--- src/rtl/baud_gen_if.sv ---
// rtl/baud_gen_if.sv - control strobes and tick outputs shared by baud_gen and its user
interface baud_gen_if #(
  parameter int DIV_WIDTH  = 16,
  parameter int OVERSAMPLE = 16
);
  localparam int IDX_W = $clog2(OVERSAMPLE);

  logic                 En;
  logic                 DivLoad;
  logic [DIV_WIDTH-1:0] DivIn;
  logic                 Resync;
  logic                 SampleTick;
  logic                 BaudTick;
  logic [IDX_W-1:0]     SampleIdx;
  logic                 Clk;
  logic                 DivErr;

  modport master (
    output En, DivLoad, DivIn, Resync,
    input  SampleTick, BaudTick, SampleIdx, Clk, DivErr
  );

  modport slave (
    input  En, DivLoad, DivIn, Resync,
    output SampleTick, BaudTick, SampleIdx, Clk, DivErr
  );
endinterface

--- src/rtl/baud_gen.sv ---
// rtl/baud_gen.sv - programmable baud/sample tick generator with bit-phase resync
module baud_gen #(
  parameter int SYSCLK_RATE = 100000000,
  parameter int BAUD_RATE   = 9600,
  parameter int OVERSAMPLE  = 16,
  parameter int DIV_WIDTH   = 16
) (
  input logic     SysClk,
  input logic     Rst,
  baud_gen_if.slave bus
);
  localparam int     IDX_W = $clog2(OVERSAMPLE);
  localparam longint DEF   = longint'(SYSCLK_RATE) / (longint'(BAUD_RATE) * longint'(OVERSAMPLE));
  localparam logic [DIV_WIDTH-1:0] DEF_W    = DIV_WIDTH'(DEF);
  localparam logic [IDX_W-1:0]     IDX_LAST = IDX_W'(OVERSAMPLE - 1);
  localparam logic [IDX_W-1:0]     IDX_HALF = IDX_W'(OVERSAMPLE / 2);

  if (DEF < 2 || DEF >= (longint'(1) << DIV_WIDTH) || (OVERSAMPLE % 2) != 0 || OVERSAMPLE < 2)
  begin : g_bad_params
    $error("baud_gen: illegal SYSCLK_RATE/BAUD_RATE/OVERSAMPLE/DIV_WIDTH combination");
  end

  logic [DIV_WIDTH-1:0] div_q, div_d;
  logic [DIV_WIDTH-1:0] cnt_q, cnt_d;
  logic [IDX_W-1:0]     idx_q, idx_d;
  logic                 clk_q, clk_d;
  logic                 stick_q, stick_d;
  logic                 btick_q, btick_d;
  logic                 err_q, err_d;
  logic                 load_ok;

  always_comb begin
    div_d   = div_q;
    cnt_d   = cnt_q;
    idx_d   = idx_q;
    clk_d   = clk_q;
    stick_d = 1'b0;
    btick_d = 1'b0;
    err_d   = 1'b0;
    load_ok = bus.DivLoad && (bus.DivIn >= DIV_WIDTH'(2));

    if (load_ok) begin
      div_d = bus.DivIn;
      cnt_d = '0;
      idx_d = '0;
      clk_d = 1'b0;
    end else begin
      // A rejected load only reports; counting continues undisturbed.
      err_d = bus.DivLoad;
      if (bus.Resync) begin
        cnt_d = '0;
        idx_d = '0;
        clk_d = 1'b0;
      end else if (bus.En) begin
        if (cnt_q == div_q - DIV_WIDTH'(1)) begin
          cnt_d   = '0;
          stick_d = 1'b1;
          btick_d = (idx_q == IDX_LAST);
          idx_d   = (idx_q == IDX_LAST) ? '0 : idx_q + IDX_W'(1);
          if (idx_d == IDX_HALF || idx_d == '0) begin
            clk_d = ~clk_q;
          end
        end else begin
          cnt_d = cnt_q + DIV_WIDTH'(1);
        end
      end
    end
  end

  always_ff @(posedge SysClk) begin
    if (Rst) begin
      div_q   <= DEF_W;
      cnt_q   <= '0;
      idx_q   <= '0;
      clk_q   <= 1'b0;
      stick_q <= 1'b0;
      btick_q <= 1'b0;
      err_q   <= 1'b0;
    end else begin
      div_q   <= div_d;
      cnt_q   <= cnt_d;
      idx_q   <= idx_d;
      clk_q   <= clk_d;
      stick_q <= stick_d;
      btick_q <= btick_d;
      err_q   <= err_d;
    end
  end

  assign bus.SampleTick = stick_q;
  assign bus.BaudTick   = btick_q;
  assign bus.SampleIdx  = idx_q;
  assign bus.Clk        = clk_q;
  assign bus.DivErr     = err_q;
endmodule

--- src/flat_wrapper.sv ---
// flat-port wrapper written by rule: the top's interface ports become plain ports
module baud_gen_flat 
#(
  parameter int SYSCLK_RATE = 100000000,
  parameter int BAUD_RATE   = 9600,
  parameter int OVERSAMPLE  = 16,
  parameter int DIV_WIDTH   = 16
)
  (SysClk, Rst, bus_En, bus_DivLoad, bus_DivIn, bus_Resync, bus_SampleTick, bus_BaudTick, bus_SampleIdx, bus_Clk, bus_DivErr);
  baud_gen_if #(.DIV_WIDTH(DIV_WIDTH), .OVERSAMPLE(OVERSAMPLE)) bus_i ();
  input logic SysClk;
  input logic Rst;
  input wire logic [$bits(bus_i.En)-1:0] bus_En;
  input wire logic [$bits(bus_i.DivLoad)-1:0] bus_DivLoad;
  input wire logic [$bits(bus_i.DivIn)-1:0] bus_DivIn;
  input wire logic [$bits(bus_i.Resync)-1:0] bus_Resync;
  output wire logic [$bits(bus_i.SampleTick)-1:0] bus_SampleTick;
  output wire logic [$bits(bus_i.BaudTick)-1:0] bus_BaudTick;
  output wire logic [$bits(bus_i.SampleIdx)-1:0] bus_SampleIdx;
  output wire logic [$bits(bus_i.Clk)-1:0] bus_Clk;
  output wire logic [$bits(bus_i.DivErr)-1:0] bus_DivErr;
  assign bus_i.En = bus_En;
  assign bus_i.DivLoad = bus_DivLoad;
  assign bus_i.DivIn = bus_DivIn;
  assign bus_i.Resync = bus_Resync;
  assign bus_SampleTick = bus_i.SampleTick;
  assign bus_BaudTick = bus_i.BaudTick;
  assign bus_SampleIdx = bus_i.SampleIdx;
  assign bus_Clk = bus_i.Clk;
  assign bus_DivErr = bus_i.DivErr;
  baud_gen #(.SYSCLK_RATE(SYSCLK_RATE), .BAUD_RATE(BAUD_RATE), .OVERSAMPLE(OVERSAMPLE), .DIV_WIDTH(DIV_WIDTH)) u_core (.SysClk(SysClk), .Rst(Rst), .bus(bus_i));
endmodule
--- config.mk ---
export PLATFORM = sky130hd
export DESIGN_NAME = baud_gen_flat
export DESIGN_NICKNAME = d
export VERILOG_FILES = /design/src/rtl/baud_gen_if.sv /design/src/rtl/baud_gen.sv /design/src/flat_wrapper.sv
export SDC_FILE = /design/constraint.sdc
export NUM_CORES = 1
export LEC_CHECK = 0
export CORE_UTILIZATION = 46
export DETAILED_ROUTE_END_ITERATION = 6
export GPL_ROUTABILITY_DRIVEN = 0
export HOLD_SLACK_MARGIN = 0.05
export PLACE_DENSITY = 0.69
export SLEW_MARGIN = 20
export SYNTH_ARGS = -nofsm -noshare
export SYNTH_HDL_FRONTEND = slang
export SYNTH_SLANG_ARGS = --single-unit
--- constraint.sdc ---
create_clock -name SysClk -period 3.2 [get_ports SysClk]
set_input_delay 0.96 -clock SysClk [delete_from_list [all_inputs] [get_ports SysClk]]
set_output_delay 0.96 -clock SysClk [all_outputs]
set_load 0.02 [all_outputs]
==> impl_metrics.toml, run 1 <==
[run_status]
outcome = "complete, no violations"

[finish]
syn2layout_area_growth_pct = 19.15
layout_commonest_cell = "dfxtp_1"
most-common-layout-cells = "40 x dfxtp_1, 31 x nand2_1, 28 x clkdlybuf4s50_1, 26 x nor2_1, 22 x xnor2_1"
instances_no_fill = 334
antenna_cells = 0
fin_nets = 306
layout-drive-gt1-share_pct = 8.156
nFillCells = 423

[yosys]
avgSynthCellArea_um2 = 8.684
netlist_instances = 252
ys_seq_area_share_pct = 36.59
synth_top_area_cell = "dfxtp_1"
synth_top_cells_by_area = "dfxtp_1 37%, xnor2_1 8.8%, xor2_1 5.6%"
netlist_area_um2 = 2188
syn_nets = 276
synth.distinct_cells = 46
synth_top_area_share_pct = 36.59
ys_ff_latch = 40
yosys_warnings = 0

[route]
firstDrtPassIters = 4
wl_per_cell_um = 13.42
antenna_left = 0
vias = 1815
drc = 0
drt_iter0_drc = 70
routed_wl_um = 4481
vias_per_cell = 5.434

[hold_path]
hp-class = "reg2reg"

[global_route]
grt_usage_pct = 19.91
grt_antenna_before_repair = 0
grt_pass1_wl_um = 7928
grt_pass1_vias = 1718
global_route.overflow_total = 0
grt_max_degree = 19

[sta]
finalHoldViolCount = 0
relSlewSlack_pct = 58.87
fin_setup_tns_ns = 0
finClkSkew_ns = 0.002608
post-route-period-util_pct = 91.24
rsz0062_at_grt = "false"
setup_viol = 0
slew_violations = 0
tightest_slew_ns = 0.6114
fmax_ghz = 0.3425
fin_ws_ns = 0.2804
min_period_ns = 2.920

[worst_setup_path]
worst_setup_path_start_kind = "flop"
critical-path-slowest-cell = "or4_1"
worst-path-buf-inv = 1
arrival_ns = 3.14
max_stage_delay_ns = 0.57
crit_chain = "inv_1 -> ha_1 -> or3b_2 -> nor3_1 -> and4_1 -> o31a_1 -> o211ai_1 -> or4_1 -> a21oi_1"
end_kind = "flop"
crit_fanout = 8
critical-path-top-delay-family = "simple AND/OR/NAND/NOR gates"
required_ns = 3.42
worstSetupPathType = "reg2reg"

[power_and_ir_drop]
p_leak_nw = 0.9012
ir_drop_mv = 0.2330
p_per_area_nw_per_um2 = 364.8

[die]
initial_core_util_pct = 48.91
placementRows = 24
die_w_um = 70.98
die-height_um = 70.98
core-area_um2 = 4474
die-area_um2 = 5037
io_pins = 29

[clocking]
root_buffer = "clkbuf_8"
clockBufferDepth = 2
postCtsSetupBuffers = 0
numCtsBuffers = 5
cts-resized-gates = 0
clk_pin_slew_ns = 0.07
h-tree-depth = 2
clock_insertion_delay_worst_skew_ns = 0.29
cts.sinks = 40
cts_tree = "done"
cts_hold_buffers = 0

[place]
dp_slack_ns = 0.3065
placedCellCount = 327
dp_hpwl_um = 3470
io_buffers = 28

[flow_run]
cap_violations = 0
-- tightest hold or removal path, delay by kind of cell, from the launching register on --
kind / cells / cell delay (ns)
DFF: 1 / 0.32
AOI/OAI and AO/OA: 2 / 0.11
-- flip-flops by register name (all words and copies together), names as in the netlist --
signal                 cells
u_core.div_q              16
u_core.bus.BaudTick        1
u_core.cnt_q              16
u_core.bus.Clk             1
u_core.bus.DivErr          1
u_core.bus.SampleIdx       4
u_core.bus.SampleTick      1
-- worst paths after layout --
path	from	end	slack (ns)	depth (start not counted)
setup / recovery	u_core.div_q[0]	u_core.bus.Clk	0.28	9
setup reg to reg	u_core.div_q[0]	u_core.bus.Clk	0.28	9
hold reg to reg	u_core.bus.Clk	u_core.bus.Clk	0.48	2
hold / removal	u_core.bus.Clk	u_core.bus.Clk	0.48	2
-- cells in the mapped netlist, drive strengths merged --
cell type and instances:
nand3 9, o21ai 5, nor3b 4, a21oi 16, clkbuf 7, or4 6, buf 3, xnor2 22
o211a 1, nand4b 2, a21o 3, nor3 5, xor2 14, ha 3, nand2b 2, or3 1
inv 3, nand3b 3, mux2i 6, o31ai 2, and4b 1, or3b 1, and2 2, o41ai 1
dfxtp 40, nand4 3, a21boi 1, o31a 2, nor4 9, nand2 32, and4 3, a221o 1
nor4b 1, a211o 3, nand4bb 1, and3 6, o211ai 2, nor2 26
-- final cells by class --
type	instances	area (um^2)	share of cell area, %
flip-flops and latches	40	800.8	30.71
clock inverters	1	5.005	0.1919
well taps	52	65.06	2.495
multi-input cells	199	1335	51.20
repair buffers	33	317.8	12.19
clock buffers	6	72.57	2.783
inverters	3	11.26	0.4319
-- per-stage QoR --
stage / power (W) / cell area (um^2) / hold slack, ns / util [%]
2_1_floorplan: 0.0006081 / 2188 / 0.4579 / -
3_3_place_gp: 0.0006527 / 2530 / 0.4643 / 56.54
3_5_place_dp: 0.0006540 / 2530 / 0.4710 / 56.54
4_1_cts: 0.0009605 / 2608 / 0.4812 / 58.28
5_1_grt: 0.001001 / 2608 / 0.5298 / 58.28
6_report: 0.0009512 / 2608 / 0.4765 / 58.28
-- power by group --
group	switching (W)	total (W)	internal, W	leakage (nW)
Sequential	0.0000196	0.000530	0.000510	0.326
Combinational	0.0000508	0.000113	0.0000623	0.534
Clock	0.000160	0.000308	0.000148	0.0410
-- cells by family (layout without fill, tap and decap cells) --
| kind of cell | count (synthesis) | in the layout | share of synthesized area, % |
|---|---|---|---|
| adder cells (fa/ha/maj) | 3 | 3 | 1.715 |
| multiplexers | 6 | 6 | 2.745 |
| AO/OA/AOI/OAI | 37 | 37 | 10.98 |
| AND/OR/NAND/NOR | 117 | 117 | 31.16 |
| flip-flops | 40 | 40 | 36.59 |
| buffers and inverters | 13 | 43 | 2.401 |
| XOR/XNOR | 36 | 36 | 14.41 |
-- per-layer routing --
layer,global-route usage (%),wire [um],vias to the layer above
met4,7.556,95,0
met1,27.30,2188,811
met5,0,0,-
met3,4.986,177,9
met2,30.24,2020,41
li1,-,-,954
Power figures use the tool's default switching activity.
==> run 2: changes to the inputs <==
CTS_BUF_LIST = sky130_fd_sc_hd__clkbuf_4 sky130_fd_sc_hd__clkbuf_8   (was unset)
==> run 2 against run 1 <==
Against the previous run:
- design area is 0.14% higher
- critical path type unchanged
- sequential power hardly changed
- total power is 0.91% higher
- non-clock buffer count stayed put
- clock skew hardly changed
- largest cell class unchanged
- die area stayed put
- critical endpoint unchanged
==> impl_metrics.toml, run 2 (same netlist as run 1, synthesis figures left out) <==
[worst_setup_path]
worstSetupPathType = "reg2reg"
arrival_ns = 3.14
critical-path-slowest-cell = "or4_1"
crit_chain = "inv_1 -> ha_1 -> or3b_2 -> nor3_1 -> and4_1 -> o31a_1 -> o211ai_1 -> or4_1 -> a21oi_1"
critical-path-top-delay-family = "simple AND/OR/NAND/NOR gates"
crit_fanout = 8
end_kind = "flop"
max_stage_delay_ns = 0.57
required_ns = 3.42
worst-path-buf-inv = 1
worst_setup_path_start_kind = "flop"

[place]
io_buffers = 28
placedCellCount = 327
dp_hpwl_um = 3470

[route]
drc = 0
routed_wl_um = 4500
vias = 1823
vias_per_cell = 5.458
antenna_left = 0
firstDrtPassIters = 4
drt_iter0_drc = 88
wl_per_cell_um = 13.47

[flow_run]
cap_violations = 0

[power_and_ir_drop]
switchingPower_w = 0.0002309
p_leak_nw = 0.9046
intPower_w = 0.0007290
ir_drop_mv = 0.2327
p_sw_share_pct = 24.05
clkPwrFrac_pct = 33.0
pwr-share-seq_pct = 55.2
comb_power_share_pct = 11.8
p_per_area_nw_per_um2 = 367.6

[global_route]
grt_use_met3_pct = 4.986
grt_usage_pct = 19.91
met1_usage_pct = 27.30
global_route.overflow_total = 0
grt_most_used_layer = "met2"
grt_pass1_wl_um = 7928
grt_max_degree = 19
met2_usage_pct = 30.24
grt_pass1_vias = 1718
grt_antenna_before_repair = 0

[clocking]
cts-resized-gates = 0
clk_pin_slew_ns = 0.07
h-tree-depth = 2
clock_insertion_delay_worst_skew_ns = 0.29
root_buffer = "clkbuf_8"
cts_hold_buffers = 0
cts_tree = "done"
postCtsSetupBuffers = 0
clockBufferDepth = 2
numCtsBuffers = 5
cts.sinks = 40

[sta]
finalHoldViolCount = 0
tightest_slew_ns = 0.6104
rsz0062_at_grt = "false"
relSlewSlack_pct = 58.93
post-route-period-util_pct = 91.19
finClkSkew_ns = 0.002262
setup_viol = 0
fin_setup_tns_ns = 0
slew_violations = 0
min_period_ns = 2.918
fmax_ghz = 0.3427

[die]
die_w_um = 70.98
core-area_um2 = 4474
die-area_um2 = 5037
placementRows = 24
die-height_um = 70.98
io_pins = 29
initial_core_util_pct = 48.91

[finish]
fin_nets = 306
antenna_cells = 0
nFillCells = 421
instances_no_fill = 334
layout_commonest_cell = "dfxtp_1"
syn2layout_area_growth_pct = 19.33
most-common-layout-cells = "40 x dfxtp_1, 31 x nand2_1, 28 x clkdlybuf4s50_1, 26 x nor2_1, 22 x xnor2_1"
multiInputGateArea_um2 = 1335
layout-drive-gt1-share_pct = 8.511
seqCellArea_um2 = 800.8

[hold_path]
hp-class = "reg2reg"

[run_status]
outcome = "complete, no violations"
[run 2: routing by layer]
metal	up-vias	share of wire, %
met5	-	0
met4	0	2.1
met3	9	3.2
met2	37	45
met1	823	49
li1	954	-
[run 2: worst reg2reg max path: stages (launching register included)]
cell      delay (ns)
dfxtp_1         0.35
inv_1           0.09
ha_1            0.20
or3b_2          0.53
nor3_1          0.31
and4_1          0.25
o31a_1          0.17
o211ai_1        0.25
or4_1           0.57
a21oi_1         0.14
[run 2: path summary, 6_finish.rpt]
kind	slack, ns	start	end	depth (start not counted)
worst min-delay path	0.48	u_core.bus.Clk	u_core.bus.Clk	2
worst min register to register	0.48	u_core.bus.Clk	u_core.bus.Clk	2
worst max-delay path	0.28	u_core.div_q[0]	u_core.bus.Clk	9
worst max register to register	0.28	u_core.div_q[0]	u_core.bus.Clk	9
[run 2: per-stage QoR]
stage                     instance area [um^2]  hold slack [ns]  power (W)  setup slack, ns  utilization (%)
final                                     2611           0.4764  0.0009599           0.2819            58.36
after floorplan                           2188           0.4579  0.0006081           0.5931                -
after global routing                      2611           0.5298   0.001009          0.02552            58.36
after detailed placement                  2530           0.4710  0.0006540           0.3065            56.54
after CTS                                 2611           0.4812  0.0009694           0.2707            58.36
after global placement                    2530           0.4643  0.0006527           0.3311            56.54
[run 2: cell type report]
cell class / count / share of cell area [%]
clock inverter: 1 / 0.1917
inverter: 3 / 0.4312
multi-input combinational: 199 / 51.13
sequential: 40 / 30.67
clock buffer: 6 / 2.923
timing repair buffer: 33 / 12.17
tap: 52 / 2.492
[run 2: power by group through the flow]
stage / Combinational, W / Sequential [W] / Clock, W
2_1_floorplan: 0.0000742 / 0.000534 / 0
3_3_place_gp: 0.000112 / 0.000540 / 0
3_5_place_dp: 0.000113 / 0.000541 / 0
4_1_cts: 0.000114 / 0.000529 / 0.000326
5_1_grt: 0.000126 / 0.000532 / 0.000351
6_report: 0.000113 / 0.000530 / 0.000317
==> run 3: changes to the inputs <==
CTS_BUF_LIST = unset   (was sky130_fd_sc_hd__clkbuf_4 sky130_fd_sc_hd__clkbuf_8)
REMOVE_ABC_BUFFERS = 1   (was unset)
SKIP_CTS_REPAIR_TIMING = 1   (was unset)
==> run 3 against run 2 <==
Against the previous run:
- non-clock buffer count up 3
- register-to-register slack barely moved
- critical path type unchanged
- via count rose by 2.8%
- largest power group unchanged
==> impl_metrics.toml, run 3 (same netlist as run 1, synthesis figures left out) <==
[finish]
most-common-layout-cells = "40 x dfxtp_1, 31 x nand2_1, 28 x clkdlybuf4s50_1, 26 x nor2_1, 22 x xnor2_1"
seqCellArea_um2 = 800.8
final_util_pct = 59.23
multiInputGateArea_um2 = 1336
nFillCells = 396
syn2layout_area_growth_pct = 21.10
layout_commonest_cell = "dfxtp_1"
layout-drive-gt1-share_pct = 9.825
instances_no_fill = 337
antenna_cells = 0
fin_nets = 309

[place]
placedCellCount = 328
io_buffers = 28
dp_hpwl_um = 3520

[route]
routed_wl_um = 4651
drc = 0
wl_per_cell_um = 13.80
antenna_left = 0
vias = 1874
firstDrtPassIters = 4
drt_iter0_drc = 59
vias_per_cell = 5.561

[sta]
fmax_ghz = 0.3413
setup_viol = 0
slew_violations = 0
tightest_slew_ns = 0.5048
finClkSkew_ns = 0.004234
relSlewSlack_pct = 66.20
min_period_ns = 2.930
post-route-period-util_pct = 91.57
finalHoldViolCount = 0

[die]
die_w_um = 70.98
die-height_um = 70.98
initial_core_util_pct = 48.91
die-area_um2 = 5037
io_pins = 29
placementRows = 24
core-area_um2 = 4474

[clocking]
root_buffer = "clkbuf_8"
cts.sinks = 40
clockBufferDepth = 2
clock_insertion_delay_worst_skew_ns = 0.29
clk_pin_slew_ns = 0.07
cts_tree = "done"
numCtsBuffers = 5
h-tree-depth = 2

[worst_setup_path]
max_stage_delay_ns = 0.56
required_ns = 3.42
end_kind = "flop"
arrival_ns = 3.15
critical-path-slowest-cell = "or4_1"
crit_fanout = 7
worst_setup_path_start_kind = "flop"
crit_chain = "inv_1 -> ha_1 -> or3b_2 -> nor3_1 -> and4_1 -> o31a_1 -> o211ai_1 -> or4_1 -> a21oi_1"
worstSetupPathType = "reg2reg"

[flow_run]
cap_violations = 0

[global_route]
grt_max_degree = 18
grt_pass1_vias = 1728
grt_antenna_before_repair = 0
global_route.overflow_total = 0
grt_usage_pct = 19.72
grt_pass1_wl_um = 7935

[power_and_ir_drop]
p_leak_nw = 0.9248
ir_drop_mv = 0.1948
p_per_area_nw_per_um2 = 378.1

[hold_path]
hp-class = "reg2reg"

[run_status]
outcome = "complete, no violations"
run 3: metal layers:
layer	GRT usage (%)	routed length, um
met1	26.10	2296
met2	31.20	2101
met3	4.416	177
met4	8.000	76
met5	0	0
run 3: final timing paths:
path / depth (start not counted) / endpoint / slack (ns) / from
min reg2reg: 2 / u_core.bus.Clk / 0.49 / u_core.bus.Clk
max reg2reg: 9 / u_core.bus.Clk / 0.27 / u_core.div_q[0]
min: 2 / u_core.bus.Clk / 0.49 / u_core.bus.Clk
max: 9 / u_core.bus.Clk / 0.27 / u_core.div_q[0]
run 3: power by group:
group          switching, W  internal [W]  leakage (nW)  total (W)
clock network      0.000166      0.000192        0.0503   0.000358
logic             0.0000523     0.0000632         0.549   0.000115
registers         0.0000186      0.000510         0.326   0.000529
total              0.000237      0.000765         0.925    0.00100
run 3: cell type report:
cell class	count	share of cell area, %
Timing Repair Buffer	36	12.84
Tap cell	52	2.455
Inverter	3	0.4249
Clock buffer	7	3.636
Sequential cell	40	30.22
Multi-Input combinational cell	199	50.42
run 3: stage by stage:
| stage | hold WS (ns) | total power, W | setup slack [ns] | TNS, ns | area, um^2 |
|---|---|---|---|---|---|
| 2_1_floorplan | 0.4518 | 0.0006010 | 0.5945 | 0 | 2147 |
| 3_3_place_gp | 0.4752 | 0.0006531 | 0.2047 | 0 | 2537 |
| 3_5_place_dp | 0.4737 | 0.0006550 | 0.1558 | 0 | 2537 |
| 4_1_cts | 0.4849 | 0.001011 | 0.2498 | 0 | 2634 |
| 5_1_grt | 0.5123 | 0.001037 | -0.0003801 | -0.0003801 | 2650 |
| 6_report | 0.4905 | 0.001002 | 0.2699 | 0 | 2650 |
run 3: worst max-delay path: cells and delay by family (launching register included):
family	cells	cell delay [ns]
and+or+nand+nor	4	1.72
adders and majority gates	1	0.18
AOI/OAI and AO/OA	3	0.51
buffers and inverters	1	0.09
DFF	1	0.36
